[src/rtl/if_id_stage.sv]
// IF/ID pipeline register with load-use hazard detection, external hold and leap squash.
// Instruction bit 0 is the MSB; rs1/rs2 are taken from the registered decode-side word.
module if_id_stage #(
  parameter logic [0:31] NOP_INSTR = 32'h54000000,
  parameter int          CNT_W     = 16
) (
  input  logic             clk,
  input  logic             reset,
  input  logic [0:31]      if_pcplus4,
  input  logic [0:31]      if_instruction,
  input  logic             leap,
  input  logic             ext_stall,
  input  logic             ex_mem_read,
  input  logic [0:4]       ex_rd,
  output logic [0:31]      id_pcplus4,
  output logic [0:31]      id_instruction,
  output logic             id_valid,
  output logic             pc_write_enable,
  output logic             id_ex_bubble,
  output logic [CNT_W-1:0] stall_count
);

  typedef enum logic [1:0] {RUN, LU_STALL, EXT_HOLD} state_t;

  state_t             state_q, state_d;
  logic [0:31]        pc_q, pc_d;
  logic [0:31]        instr_q, instr_d;
  logic               valid_q, valid_d;
  logic [CNT_W-1:0]   cnt_q, cnt_d;
  logic [0:4]         rs1, rs2;
  logic               hazard;

  function automatic logic [CNT_W-1:0] sat_inc(input logic [CNT_W-1:0] v);
    return (&v) ? v : v + 1'b1;
  endfunction

  assign rs1 = instr_q[6:10];
  assign rs2 = instr_q[11:15];

  // Hazard is only evaluated in RUN so a stalled load is never bubbled twice.
  assign hazard = (state_q == RUN) && valid_q && ex_mem_read && (ex_rd != 5'd0) &&
                  ((ex_rd == rs1) || (ex_rd == rs2));

  assign pc_write_enable = !(hazard || ext_stall) || leap;
  assign id_ex_bubble    = hazard && !leap;

  always_comb begin
    state_d = state_q;
    case (state_q)
      RUN: begin
        if (hazard && !leap)         state_d = LU_STALL;
        else if (ext_stall && !leap) state_d = EXT_HOLD;
      end
      LU_STALL: state_d = ext_stall ? EXT_HOLD : RUN;
      EXT_HOLD: state_d = ext_stall ? EXT_HOLD : RUN;
      default:  state_d = RUN;
    endcase
  end

  // Flush beats any stall; the leap target PC+4 is captured the same edge.
  always_comb begin
    pc_d    = pc_q;
    instr_d = instr_q;
    valid_d = valid_q;
    cnt_d   = pc_write_enable ? cnt_q : sat_inc(cnt_q);
    if (leap) begin
      pc_d    = if_pcplus4;
      instr_d = NOP_INSTR;
      valid_d = 1'b0;
    end else if (!(hazard || ext_stall)) begin
      pc_d    = if_pcplus4;
      instr_d = if_instruction;
      valid_d = 1'b1;
    end
  end

  always_ff @(posedge clk) begin
    if (reset) begin
      state_q <= RUN;
      pc_q    <= '0;
      instr_q <= NOP_INSTR;
      valid_q <= 1'b0;
      cnt_q   <= '0;
    end else begin
      state_q <= state_d;
      pc_q    <= pc_d;
      instr_q <= instr_d;
      valid_q <= valid_d;
      cnt_q   <= cnt_d;
    end
  end

  assign id_pcplus4     = pc_q;
  assign id_instruction = instr_q;
  assign id_valid       = valid_q;
  assign stall_count    = cnt_q;

endmodule

[config.mk]
export PLATFORM = sky130hd
export DESIGN_NAME = if_id_stage
export DESIGN_NICKNAME = d
export VERILOG_FILES = /design/src/rtl/if_id_stage.sv
export SDC_FILE = /design/constraint.sdc
export NUM_CORES = 1
export LEC_CHECK = 0
export ABC_AREA = 1
export CAP_MARGIN = 30
export CORE_MARGIN = 5
export CORE_UTILIZATION = 38
export DETAILED_ROUTE_END_ITERATION = 8
export PLACE_DENSITY = 0.81
export RECOVER_POWER = 100
export SLEW_MARGIN = 15
export SYNTH_ARGS = -nofsm -noshare
export SYNTH_HDL_FRONTEND = slang
export SYNTH_SLANG_ARGS = --single-unit
[constraint.sdc]
create_clock -name clk -period 1.7 [get_ports clk]
set_clock_uncertainty 0.1 [all_clocks]
set_input_delay 0.17 -clock clk [delete_from_list [all_inputs] [get_ports clk]]
set_output_delay 0.17 -clock clk [all_outputs]
set_load 0.02 [all_outputs]
==> run_results.csv, run 1 <==
group,metric,value,unit
layout,drive_gt1_frac,0.290,
layout,diodes,0,
grt,antenna_found_initial,0,
die,start_util,0.390,
synthesis,synth_cell_types,25,
timing,worst_slack,-0.0994,ns
setup_path,reg2reg_slack,-0.07,ns
layout,final_cell_count_no_fill,822,
route,drt_wl_total,13000,um
setup_path,r2r_start,"id_instruction[14]",
die,coreArea,9240,um^2
route,met3WireLength,1130,um
flow_run,cap_violations,0,
synthesis,yosys.cell_count.top_type,"nor2_1",
die,die_width,107,um
clock_network,cts_tree,"built",
synthesis,ys_seq_elements,83,
min_path,min_path_type,"in -> reg",
route,avgRoutedWirePerCell,15.8,um
status,violations,"negative setup slack",
placement,place_congestion,0.884,
route,vias_per_cell,4.90,
synthesis,netlist_instances,490,
timing,setup_violations,70,
synthesis,synth_area,3610,um^2
timing,whs,0.304,ns
setup_path,cp-start-kind,"register",
min_path,min_to,"id_instruction[27]",
route,drc_errors,0,
clock_network,max-clock-path-buffers,2,
setup_path,regToRegEndpoint,"id_pcplus4[22]",
placement,dp_hpwl,8180,um
placement,place_ws,-0.572,ns
setup_path,reg2reg_depth,14,
setup_path,critical_path.startpoint,"id_instruction[14]",
route,ant_nets,0,
min_path,min_from,"if_instruction[27]",
die,num_rows,35,
placement,dp_cells,784,
layout,finalNetCount,765,
route,maxUsedRoutingLayer,"met4",
setup_path,end_kind,"output port",
layout,syn_to_final_growth,80.1,%
setup_path,cp.required,1.43,ns
grt,grt_first_pass_wirelength,18100,um
synthesis,synth-warning-count,0,
synthesis,synth-async-reset-ratio,0,
die,ios,157,
pwr,p_leak,2.70,nW
clock_network,clk_pin_slew_worst_paths,0.08,ns
route,drt-met1-wl,5110,um
synthesis,synth.area.top_cells,"dfxtp_1 (46%), nor2_1 (14%), o21ai_0 (8.2%), nand2_1 (6.8%), inv_1 (2.8%)",
pwr,p_per_area,769,nW/um^2
grt,grt_use_total,0.193,
grt,grt_max_degree,36,
route,firstDrtPassIters,4,
grt,grt_pass1_vias,3819,
timing,relSlewSlack,0.668,
status,run_status,"finished with violations",
timing,hold_viol,0,
synthesis,avgSynthCellArea,7.36,um^2
timing,max_freq,556,MHz
synthesis,synth_top_cell_area_share,0.461,
setup_path,worstSetupPathType,"reg -> out",
placement,numPortBuffers,156,
timing,worst_pin_slew,0.498,ns
route,routed-via-count,4026,
die,die_y,107,um
timing,fin_crit,1.80,ns
clock_network,clock-root-buffer,"clkbuf_8",
pwr,irDropWorstVdd,0.587,mV
route,dr.first_iter.drc_count,178,
route,wl_met2,6440,um
synthesis,synth_edf_count,0,
synthesis,syn-num-nets,567,
min_path,hold_depth,3,
clock_network,numCtsBuffers,9,
synthesis,synth_top_flop_cell,"dfxtp_1",
timing,tns,-2.59,ns
grt,overflow,0,
setup_path,crit_fanout,3,
synthesis,netlist_top_cells_count,"nor2_1 (133), dfxtp_1 (83), nand2_1 (65), o21ai_0 (59), inv_1 (27)",
synthesis,seq_area_frac_synth,0.461,
clock_network,htreeDepth,3,
timing,rsz0062_at_grt,"true",
die,dieArea,11500,um^2
timing,post-route-period-util,1.06,
clock_network,clk_latency,0.35,ns
setup_path,cp.arrival,1.53,ns
timing,final-max-slew-violation-count,0,
clock_network,clkSinkCount,83,
synthesis,synth_top_cell_by_area,"dfxtp_1",
layout,fill_cells,691,
[layout make-up]
type                            instances  area (um^2)  share of cell area
Tap cell                              129          161              0.0249
Inverter                               33          144              0.0222
Sequential cell                        83         1680               0.259
Clock buffer                           10          128              0.0196
Multi-Input combinational cell        349         2050               0.315
Timing Repair Buffer                  211         2180               0.335
Timing Repair inverter                  1         16.3             0.00250
Clock inverter                          6          138              0.0212
[repair_timing]
item	CTS	global route
endpoints found under the setup margin	96	89
setup buffers	6	10
pin swaps	5	28
gates cloned	2	7
gates resized for setup	71	139
hold buffers	0	0
[worst max path at each step]
stage                            to  slack (ns)
detailed placement   stall_count[0]       -0.57
floorplan           stall_count[10]       0.003
finish              pc_write_enable        -0.1
CTS                 pc_write_enable       -0.06
global route        pc_write_enable       -0.21
global placement       id_ex_bubble       -0.53
[routing by layer]
| layer | track usage | vias up |
|---|---|---|
| met5 | 0 | - |
| met4 | 0.0685 | 0 |
| li1 | - | 1977 |
| met3 | 0.0756 | 32 |
| met1 | 0.216 | 1861 |
| met2 | 0.331 | 156 |
[power by group]
part,switching (mW),internal [mW]
registers,0.0564,2.04
logic,0.500,0.538
clock network,0.727,1.13
total,1.28,3.71
[worst max-delay path, cell delays in order, from the launching register on]
cell	delay, ns
dfxtp_2	0.36
inv_2	0.05
nand2_1	0.07
nand2_1	0.06
nor2_1	0.11
nand3_1	0.09
nand2_2	0.10
nand2_2	0.07
nand2_4	0.09
nand2_4	0.07
buf_6	0.14
[cell families after synthesis]
family / count (synthesis) / share of synthesized area
adder cells (fa/ha/maj): 3 / 0.0104
XOR/XNOR: 13 / 0.0316
buffers and inverters: 58 / 0.0743
AO/OA/AOI/OAI: 83 / 0.124
AND/OR/NAND/NOR: 250 / 0.299
flip-flops: 83 / 0.461
[registers in the layout (all words and copies together) (netlist names)]
signal	count
id_pcplus4	32
state_q	2
id_instruction	32
id_valid	1
stall_count	16
[metrics by stage]
stage	utilization	area, um^2	power (mW)
global route	0.703	6490	5.22
global placement	0.593	5480	2.96
detailed placement	0.593	5480	2.97
finish	0.703	6490	4.99
floorplan	-	3630	2.51
CTS	0.645	5960	4.90
[cell usage in the layout (no fill, tap or decap), types with 5 or more instances in the layout]
cell type	count
clkdlybuf4s50_1	133
nor2_1	118
dfxtp_1	65
nand2_1	45
o21ai_0	33
buf_4	33
o21ai_2	24
inv_1	22
nand2_4	20
a21oi_2	18
dfxtp_2	18
nand4_1	16
nor2_2	15
dlygate4sd2_1	15
nand3_1	14
nand2_2	11
inv_2	9
clkbuf_8	9
buf_12	9
xnor2_1	7
clkbuf_1	7
xor2_1	6
buf_6	6
a21oi_1	5
clkbuf_16	5
Note: power is estimated with default switching activity, not from simulation.
==> inputs of run 2 (changes only) <==
--- a/config.mk
+++ b/config.mk
@@ -16,3 +16,4 @@
 export SYNTH_ARGS = -nofsm -noshare
 export SYNTH_HDL_FRONTEND = slang
 export SYNTH_SLANG_ARGS = --single-unit
+export TNS_END_PERCENT = 30
==> run_results.csv, run 2 (synthesized netlist as in run 1, its figures left out) <==
group,metric,value,unit
timing,relSlewSlack,0.477,
layout,layout_common_cells,"clkdlybuf4s50_1 (123), nor2_1 (117), dfxtp_1 (69)",
pwr,irDropWorstVdd,0.586,mV
route,drt_wl_total,12000,um
timing,hold_viol,0,
setup_path,reg2reg_slack,-0.06,ns
pwr,power_frac_seq,0.426,
clock_network,clkSinkCount,83,
pwr,power_frac_clock,0.376,
setup_path,worstSetupPathType,"reg -> out",
grt,grt_pass1_vias,3730,
setup_path,crit_slowest_cell,"dfxtp_2",
route,ant_nets,0,
setup_path,crit_fanout,3,
setup_path,cp.required,1.43,ns
placement,dp_hpwl,8180,um
status,run_status,"finished with violations",
timing,setup_violations,50,
die,coreArea,9240,um^2
clock_network,clock-root-buffer,"clkbuf_8",
layout,finalNetCount,758,
layout,diodes,0,
pwr,p_leak,2.63,nW
die,die_y,107,um
layout,final_cell_area,6250,um^2
die,start_util,0.390,
clock_network,htreeDepth,3,
die,dieArea,11500,um^2
route,drc_errors,0,
clock_network,numCtsBuffers,9,
layout,final_common_cell,"clkdlybuf4s50_1",
grt,grt_use_total,0.184,
route,vias_per_cell,4.84,
timing,fin_crit,1.79,ns
route,dr.first_iter.drc_count,191,
setup_path,regToRegEndpoint,"id_pcplus4[14]",
min_path,min_path_type,"in -> reg",
pwr,power,4.92,mW
setup_path,cp_slowest_stage_delay,0.37,ns
grt,antenna_found_initial,0,
min_path,min_to,"id_instruction[3]",
die,die_width,107,um
timing,worst_pin_slew,0.785,ns
min_path,min_from,"if_instruction[3]",
timing,final-max-slew-violation-count,0,
setup_path,r2r_start,"id_instruction[14]",
placement,place_congestion,0.884,
flow_run,cap_violations,0,
pwr,power.internal,3.69,mW
setup_path,cp_cell_sequence,"inv_2, nand2_1, nand2_1, nor2_1, nand3_1, nand2_2, nand2_2, nand2_4, nand2_4, buf_6",
status,violations,"negative setup slack",
route,routed-via-count,3942,
setup_path,cp.arrival,1.52,ns
clock_network,max-clock-path-buffers,2,
min_path,hold_depth,3,
setup_path,reg2reg_depth,14,
placement,numPortBuffers,156,
die,ios,157,
pwr,pwr-share-comb,0.198,
pwr,swShare,0.251,
grt,overflow,0,
timing,worst_slack,-0.0932,ns
grt,grt_first_pass_wirelength,17400,um
route,firstDrtPassIters,4,
setup_path,cp-start-kind,"register",
grt,grt_max_degree,36,
placement,detailed_place.area,5480,um^2
pwr,switching_power,1.24,mW
clock_network,cts_tree,"built",
die,num_rows,35,
setup_path,end_kind,"output port",
timing,post-route-period-util,1.05,
layout,drive_gt1_frac,0.233,
layout,syn_to_final_growth,73.5,%
clock_network,cts.hold.buffers_added,0,
clock_network,clk_pin_slew_worst_paths,0.09,ns
route,avgRoutedWirePerCell,14.8,um
timing,rsz0062_at_grt,"true",
timing,max_freq,558,MHz
clock_network,clk_latency,0.35,ns
pwr,p_per_area,787,nW/um^2
## run 2: cell types whose count changed in the layout (fill, tap and decap cells not counted), moves of 9 or more
| cell | delta |
|---|---|
| nand2_4 | -14 |
| nand2_1 | +12 |
| clkdlybuf4s50_1 | -10 |
| dlygate4sd3_1 | +9 |
| o21ai_1 | +9 |
| o21ai_2 | -9 |
## run 2: metal layers
layer / global-route usage / part of all wire / wire length, um / vias up
met2: 0.311 / 0.50 / 5990 / 153
met5: 0 / 0 / 0 / -
met3: 0.0750 / 0.097 / 1160 / 17
li1: - / - / - / 1962
met1: 0.209 / 0.39 / 4690 / 1810
met4: 0.0676 / 0.015 / 180 / 0
## run 2: layout make-up
cell class,instances,area (um^2)
Tap cell,129,161
Timing Repair Buffer,205,2120
Clock buffer,10,128
Fill cell,731,2990
Sequential cell,83,1680
Multi-Input combinational cell,349,1900
Clock inverter,6,138
Inverter,33,136
## run 2: worst max-delay path by stage
stage	depth (start not counted)	start	slack (ns)	to
finish	10	id_instruction[14]	-0.09	pc_write_enable
global route	10	id_instruction[14]	-0.20	pc_write_enable
CTS	10	id_instruction[10]	-0.06	pc_write_enable
detailed placement	14	ex_rd[3]	-0.57	stall_count[0]
global placement	10	ex_rd[2]	-0.53	id_ex_bubble
floorplan	8	stall_count[1]	0.003	stall_count[10]
## run 2: what timing repair did
| action | 4_1_cts | 5_1_grt |
|---|---|---|
| pin swaps | 24 | 14 |
| resized for setup | 45 | 112 |
| setup buffers | 2 | 6 |
| hold endpoints to repair | 0 | 0 |
| endpoints found under the setup margin | 96 | 88 |
| gates cloned | 0 | 7 |
## run 2: metrics by stage
stage / worst slack, ns / hold WS [ns] / util / instances / TNS [ns]
floorplan: 0.00281 / 0.183 / - / 490 / 0
global placement: -0.528 / 0.355 / 0.593 / 784 / -38.99
detailed placement: -0.572 / 0.359 / 0.593 / 784 / -43.74
CTS: -0.0579 / 0.258 / 0.627 / 802 / -0.700
global route: -0.198 / 0.265 / 0.677 / 815 / -10.50
finish: -0.0932 / 0.270 / 0.677 / 815 / -1.53
## run 2: critical path: cells and delay by family, from the launching register on
family	cells	cell delay [ns]
AND/OR/NAND/NOR	8	0.64
flip-flops	1	0.37
buffers and inverters	2	0.17
## run 2: power groups by stage
stage               clock network (mW)  logic, mW  registers (mW)
finish                            1.85      0.976            2.10
global placement                     0      0.827            2.13
detailed placement                   0      0.839            2.14
CTS                               1.90      0.858            2.09
floorplan                            0      0.261            2.25
global route                      1.99       1.05            2.11
